<file path="config.mk">
export PLATFORM = sky130hd
export DESIGN_NAME = vga_timing_gen
export DESIGN_NICKNAME = d
export VERILOG_FILES = /design/src/rtl/vga_timing_gen.sv
export SDC_FILE = /design/constraint.sdc
export NUM_CORES = 1
export LEC_CHECK = 0
export ABC_AREA = 0
export CORE_AREA = 2 2 74 76
export CTS_BUF_LIST = sky130_fd_sc_hd__clkbuf_2 sky130_fd_sc_hd__clkbuf_4 sky130_fd_sc_hd__clkbuf_8
export DETAILED_ROUTE_END_ITERATION = 8
export DIE_AREA = 0 0 76 78
export HOLD_SLACK_MARGIN = 0.15
export PLACE_DENSITY = 0.45
export SYNTH_ARGS = -nofsm -noshare
export SYNTH_HDL_FRONTEND = slang
export SYNTH_SLANG_ARGS = --single-unit
</file>
<file path="constraint.sdc">
create_clock -name CLOCK_50 -period 5.45 [get_ports CLOCK_50]
set_input_delay 1.09 -clock CLOCK_50 [delete_from_list [all_inputs] [get_ports CLOCK_50]]
set_output_delay 1.09 -clock CLOCK_50 [all_outputs]
set_load 0.01 [all_outputs]
</file>
<file path="src/rtl/vga_timing_gen.sv">
// 640x480 @ ~60 Hz VGA timing generator for a 50 MHz clock (2 clocks per pixel).
// Built from a shared wrap counter and half-open range checks on the registered counters.

module vga_wrap_counter #(
  parameter int W = 11
) (
  input  logic         clk,
  input  logic         reset,
  input  logic         en,
  input  logic         clr,
  output logic [W-1:0] cnt
);
  always_ff @(posedge clk) begin
    if (reset)
      cnt <= '0;
    else if (en)
      cnt <= clr ? '0 : cnt + W'(1);
  end
endmodule

module vga_range_check #(
  parameter int W    = 11,
  parameter int LOW  = 0,
  parameter int HIGH = 1
) (
  input  logic [W-1:0] value,
  output logic         in_range
);
  // A zero lower bound would make the >= test constant, so drop it.
  if (LOW == 0) begin : g_upper_only
    assign in_range = (value < W'(HIGH));
  end else begin : g_both
    assign in_range = (value >= W'(LOW)) && (value < W'(HIGH));
  end
endmodule

module vga_timing_gen #(
  parameter int H_TOTAL  = 1600,
  parameter int H_SYNC   = 192,
  parameter int H_BP     = 96,
  parameter int H_ACTIVE = 1280,
  parameter int V_TOTAL  = 521,
  parameter int V_SYNC   = 2,
  parameter int V_BP     = 29,
  parameter int V_ACTIVE = 480
) (
  input  logic       CLOCK_50,
  input  logic       reset,
  output logic       HS,
  output logic       VS,
  output logic       blank,
  output logic [9:0] row,
  output logic [9:0] col
);
  localparam int HW          = $clog2(H_TOTAL);
  localparam int VW          = $clog2(V_TOTAL);
  localparam int H_ACT_START = H_SYNC + H_BP;
  localparam int H_ACT_END   = H_ACT_START + H_ACTIVE;
  localparam int V_ACT_START = V_SYNC + V_BP;
  localparam int V_ACT_END   = V_ACT_START + V_ACTIVE;

  logic [HW-1:0] h_cnt;
  logic [VW-1:0] v_cnt;
  logic          h_last;
  logic          v_last;
  logic          h_sync_win;
  logic          v_sync_win;
  logic          h_act;
  logic          v_act;

  assign h_last = (h_cnt == HW'(H_TOTAL - 1));
  assign v_last = (v_cnt == VW'(V_TOTAL - 1));

  vga_wrap_counter #(.W(HW)) u_h_cnt (
    .clk   (CLOCK_50),
    .reset (reset),
    .en    (1'b1),
    .clr   (h_last),
    .cnt   (h_cnt)
  );

  // Lines advance only on the last clock of each line.
  vga_wrap_counter #(.W(VW)) u_v_cnt (
    .clk   (CLOCK_50),
    .reset (reset),
    .en    (h_last),
    .clr   (v_last),
    .cnt   (v_cnt)
  );

  vga_range_check #(.W(HW), .LOW(0), .HIGH(H_SYNC)) u_h_sync (
    .value    (h_cnt),
    .in_range (h_sync_win)
  );

  vga_range_check #(.W(VW), .LOW(0), .HIGH(V_SYNC)) u_v_sync (
    .value    (v_cnt),
    .in_range (v_sync_win)
  );

  vga_range_check #(.W(HW), .LOW(H_ACT_START), .HIGH(H_ACT_END)) u_h_act (
    .value    (h_cnt),
    .in_range (h_act)
  );

  vga_range_check #(.W(VW), .LOW(V_ACT_START), .HIGH(V_ACT_END)) u_v_act (
    .value    (v_cnt),
    .in_range (v_act)
  );

  assign HS    = ~h_sync_win;
  assign VS    = ~v_sync_win;
  assign blank = ~(h_act & v_act);
  // Halving the horizontal offset holds each col value for two clocks.
  assign col   = h_act ? 10'((h_cnt - HW'(H_ACT_START)) >> 1) : '0;
  assign row   = v_act ? 10'(v_cnt - VW'(V_ACT_START)) : '0;
endmodule

</file>
== After elaboration in Yosys (flattened, before gate mapping) ==
Index checks and enable logic that the tools add are counted.

* Register bits after elaboration: 21
* Output and inout port bits: 23
* Memories kept: 0
* Word-level logic and storage cells: 24
* Bits in latches: 0
* Memory bits (writable): 0
* Input bits: 2
* Memory bits (read-only): 0

* Add/subtract/negate cells: 4
* Shift-type cells: 0
* Muxes and demuxes: 3
* Divide/modulo/power cells: 0
* Reductions and logical operators: 3
* Bitwise logic cells: 4
* Magnitude comparators: 6
* Equality and inequality tests: 2
* $mul: 0

{| class="wikitable"
|+ Operator list
! kind !! number
|-
| 2-to-1 mux 10 bit || 3
|-
| adder 11 x 1 -> 11 bit (second input constant) || 1
|-
| equality test 11 bit (second input constant) || 1
|-
| >= comparator 11 x 9 -> 1 bit (second input constant) || 1
|-
| less-than comparator 11 bit (second input constant) || 1
|-
| less-than comparator 11 x 8 -> 1 bit (second input constant) || 1
|-
| subtractor 11 x 9 -> 11 bit (second input constant) || 1
|-
| adder 10 x 1 -> 10 bit (second input constant) || 1
|-
| equality test 10 bit (second input constant) || 1
|-
| >= comparator 10 x 5 -> 1 bit (second input constant) || 1
|-
| less-than comparator 10 x 2 -> 1 bit (second input constant) || 1
|-
| less-than comparator 10 x 9 -> 1 bit (second input constant) || 1
|-
| subtractor 10 x 5 -> 10 bit (second input constant) || 1
|-
| inverter 1 bit || 3
|-
| logical AND 1 bit || 2
|-
| OR reduction 2 bit || 1
|-
| AND 1 bit || 1
|}

== Depth between registers and ports, before layout ==
* Word-level depth: 4
* Gate-level depth with buffers: 7
* Mapped depth without buffers: 6

== Modules after synthesis ==
A second synthesis with hierarchy kept.

* Cell total of the unflattened synthesis: 191
* Area, all modules: 1,567.8 um^2

{| class="wikitable"
|+ By module, submodules not included
! module !! area each (um^2) !! instances !! cells an instance
|-
| vga_wrap_counter (u_h_cnt) || 514.2 || 1 || 56
|-
| vga_timing_gen || 478.0 || 1 || 69
|-
| vga_wrap_counter (u_v_cnt) || 462.9 || 1 || 51
|-
| vga_range_check (u_v_act) || 41.3 || 1 || 7
|-
| vga_range_check (u_h_act) || 30.0 || 1 || 4
|-
| vga_range_check (u_v_sync) || 26.3 || 1 || 3
|-
| vga_range_check (u_h_sync) || 15.0 || 1 || 1
|}

== Worst setup path after synthesis ==
Ideal clock, no wire load.

* Path kind: flip-flop to output port
* Start point: reg u_v_cnt.cnt[0]
* End point: out row[9]
* Buffers on the path: 1
* Arrival: 1,906 ps
* Cell stages (with the launch flop): 7
* Required time: 4,360 ps
* Path slack: 2,454 ps
* Cell sequence: dfxtp_1 > ha_1 > and4_1 > and4_1 > a211o_1 > buf_2 > nor4_1

* Cells in the longest elaborated chain, start to end: 3
* Elaborated cells between the ends (all ways): 5

{| class="wikitable"
|+ RTL lines
! what !! RTL line !! source
|-
| start, declared || 11 || <nowiki>output logic [W-1:0] cnt</nowiki>
|-
| start signal, assigned || 17 || <nowiki>cnt <= clr ? '0 : cnt + W'(1);</nowiki>
|-
| >= comparator 10 x 5 -> 1 bit or less-than comparator 10 x 9 -> 1 bit (tied branches) || 33 || <nowiki>assign in_range = (value >= W'(LOW)) && (value < W'(HIGH));</nowiki>
|-
| logical AND 1 bit || 33 ||
|-
| 2-to-1 mux 10 bit * || 116 || <nowiki>assign row = v_act ? 10'(v_cnt - VW'(V_ACT_START)) : '0;</nowiki>
|-
| end, declared || 52 || <nowiki>output logic [9:0] row,</nowiki>
|}

Every way passes the cells marked *; elsewhere a longest branch is shown, timed or not.

== Worst setup path in the final report ==
Ends and elaborated chain as after synthesis.

==> reports/metrics.cfg <==
[grt]
grt_pass1_vias = 1247
grt_usage = 0.1238
grt_pass1_wl_um = 6065
grt_max_degree = 17
antenna_found_initial = 0
overflow = 0

[clocking]
root_buffer = clkbuf_8
cts_made_buffers = 3
clock_sinks = 21
cts.clk_slew.worst_paths_ps = 90
clockBufferDepth = 2
cts_tree = done
cts_resized = 0
cts_setup_buffers = 0
clk_latency_ps = 270
hold_buffers = 0
h-tree-depth = 1

[yosys]
seq_area_frac_synth = 0.2809
synth_edf_count = 0
synth_top_cell_by_area = dfxtp_1
yosys-top-cells-area = dfxtp_1 (28%), xnor2_1 (9.4%), nor2_1 (9.0%)
synth_nets = 207
synth.avg_cell_area_um2 = 7.558
yosysWarningCount = 0
yosys.area.top_type_share = 0.2809
async_flop_share = 0
syn_area_mm2 = 0.001496
ys_seq_elements = 21
synth_flop_cell = dfxtp_1
ys_types = 43
netlist_instances = 198

[timing]
worst_pin_slew_ps = 546.4
grt_setup_unrepaired = false
slew_viol_final = 0
hold-worst-slack_ps = 494.4
tns_ps = 0
relSlewSlack = 0.6346
fin_crit_ps = 3820
fmax_ghz = 0.2618
clock_skew_ps = 6.185
setup_viol = 0
timing.final.crit_share = 0.7009
finalHoldViolCount = 0

[routing]
wl_um = 3589
top_layer = met4
drt_iter0_drc = 80
post_drt_wl_per_cell_um = 12.73
met1Wirelength_um = 1710
wl_met3_um = 153
via_per_inst = 4.762
ant_nets = 0
drc_errors = 0
vias = 1343
drt_pass1_iterations = 5
wl_met2_um = 1680

[min_path]
hold_path_class = flip-flop to flip-flop

[die]
coreArea_mm2 = 0.005042
num_io_pins = 25
die_w_um = 76
die_h_um = 78
initial_core_util = 0.2968
die_area_mm2 = 0.005928
row_count = 26

[final_layout]
antenna_cells = 0
area_delta_synth_final_pct = 19.90
layout.nets = 222
fillers = 557
fin_cells = 282
drive_gt1_frac = 0.06132
design_area_mm2 = 0.001794

[run_status]
status = finished, final reports clean

[placed_design]
gp_congestion = 0.7564
hpwl_um = 2540
io_buffers = 24
dp_cells = 278
placed_area_mm2 = 0.001745

[setup_path]
critical_path_arrival_ps = 2730
worstPathMaxFanout = 10
cp-start-kind = flip-flop
crit_path_cell_trace = ha_1, and4_1, and4_1, a211o_1, nor4_1, clkdlybuf4s50_1
end_kind = output pin
slowest_stage = clkdlybuf4s50_1
path_class = flip-flop to output pin
critPathRequiredTime_ps = 4360
crit_path_max_incr_delay_ps = 570
cpMostUsedCell = and4_1

[run]
drv_cap = 0

[pwr]
p_per_area_mw_per_mm2 = 153.2
p_leak_nw = 0.5753
vdd_drop_max_uv = 79.82

-- per-stage QoR --
stage,setup WS [ps],total power [mW],utilization
2_1_floorplan,2454,0.1679,-
3_3_place_gp,1923,0.1709,0.3462
3_5_place_dp,1894,0.1709,0.3462
4_1_cts,1590,0.2815,0.3558
5_1_grt,1469,0.2924,0.3558
6_report,1630,0.2749,0.3558
-- cell type report --
class,instances,area [um2],share of cell area
repair buffers,24,240.2,0.1339
clock inverters,1,7.507,0.004184
clock buffers,3,41.29,0.02301
well taps,70,87.58,0.04881
inverters,17,63.81,0.03556
multi-input cells,146,933.4,0.5202
flip-flops and latches,21,420.4,0.2343
-- power by group --
group,internal [mW],switching (mW)
logic,0.00350,0.00594
registers,0.155,0.00233
clock network,0.0517,0.0562
total,0.210,0.0645
-- synth_stat cells (4+ instances only) --
master     n
nor4_1     5
nand2_1   12
o32ai_1    4
xnor2_1   16
or3_1      5
inv_1     17
clkbuf_1   7
ha_1       7
nand3_1   11
nor3_1     7
a21oi_1    9
nor2_1    36
dfxtp_1   21
-- kinds of logic after synthesis --
family | Yosys count | share of synthesized area
AOI/OAI and AO/OA | 26 | 0.1313
buffers and inverters | 31 | 0.09531
adders and majority gates | 7 | 0.05853
xor gates and xnor gates | 17 | 0.09950
and+or+nand+nor | 96 | 0.3344
DFF | 21 | 0.2809
-- worst max-delay path, delay by kind of cell, from the launching register on --
family	cells	cell delay [ps]
compound gates	1	440
fa+ha+maj	1	300
buf+inv	1	570
flops	1	390
simple gates	3	770
-- cells in the final DEF, fill, tap and decap left out, types with 2 or more instances in the layout --
master           instances
a21oi_1                  9
and4_1                   2
clkbuf_8                 3
clkdlybuf4s50_1         24
dfxtp_1                 21
ha_1                     7
inv_1                   17
nand2_1                 12
nand2b_1                 2
nand3_1                 11
nand3b_1                 2
nand4_1                  3
nor2_1                  36
nor3_1                   7
nor4_1                   5
o21ai_0                  2
o32ai_1                  4
or2_2                    2
or3_1                    5
xnor2_1                 16
-- worst paths after layout --
kind | cells past startpoint | end | start | slack, ps
worst max-delay path | 6 | row[9] | u_v_cnt.cnt[0]$_SDFFE_PP0N_ | 1630
worst min-delay path | 1 | u_h_cnt.cnt[0]$_SDFF_PP0_ | u_h_cnt.cnt[0]$_SDFF_PP0_ | 490
worst max register to register | 4 | u_v_cnt.cnt[8]$_SDFFE_PP0N_ | u_v_cnt.cnt[5]$_SDFFE_PP0N_ | 3530
worst min register to register | 1 | u_h_cnt.cnt[0]$_SDFF_PP0_ | u_h_cnt.cnt[0]$_SDFF_PP0_ | 490
-- layer usage --
metal | vias to the layer above | global-route usage
met1 | 590 | 0.1583
met3 | 6 | 0.02674
met4 | 0 | 0.02727
met2 | 40 | 0.2143
met5 | - | 0
li1 | 707 | -
-- sequential cells by signal, indices dropped and copies added (netlist names) --
register / count
u_v_cnt.cnt: 10
u_h_cnt.cnt: 11
(Power assumes the default switching activity.)
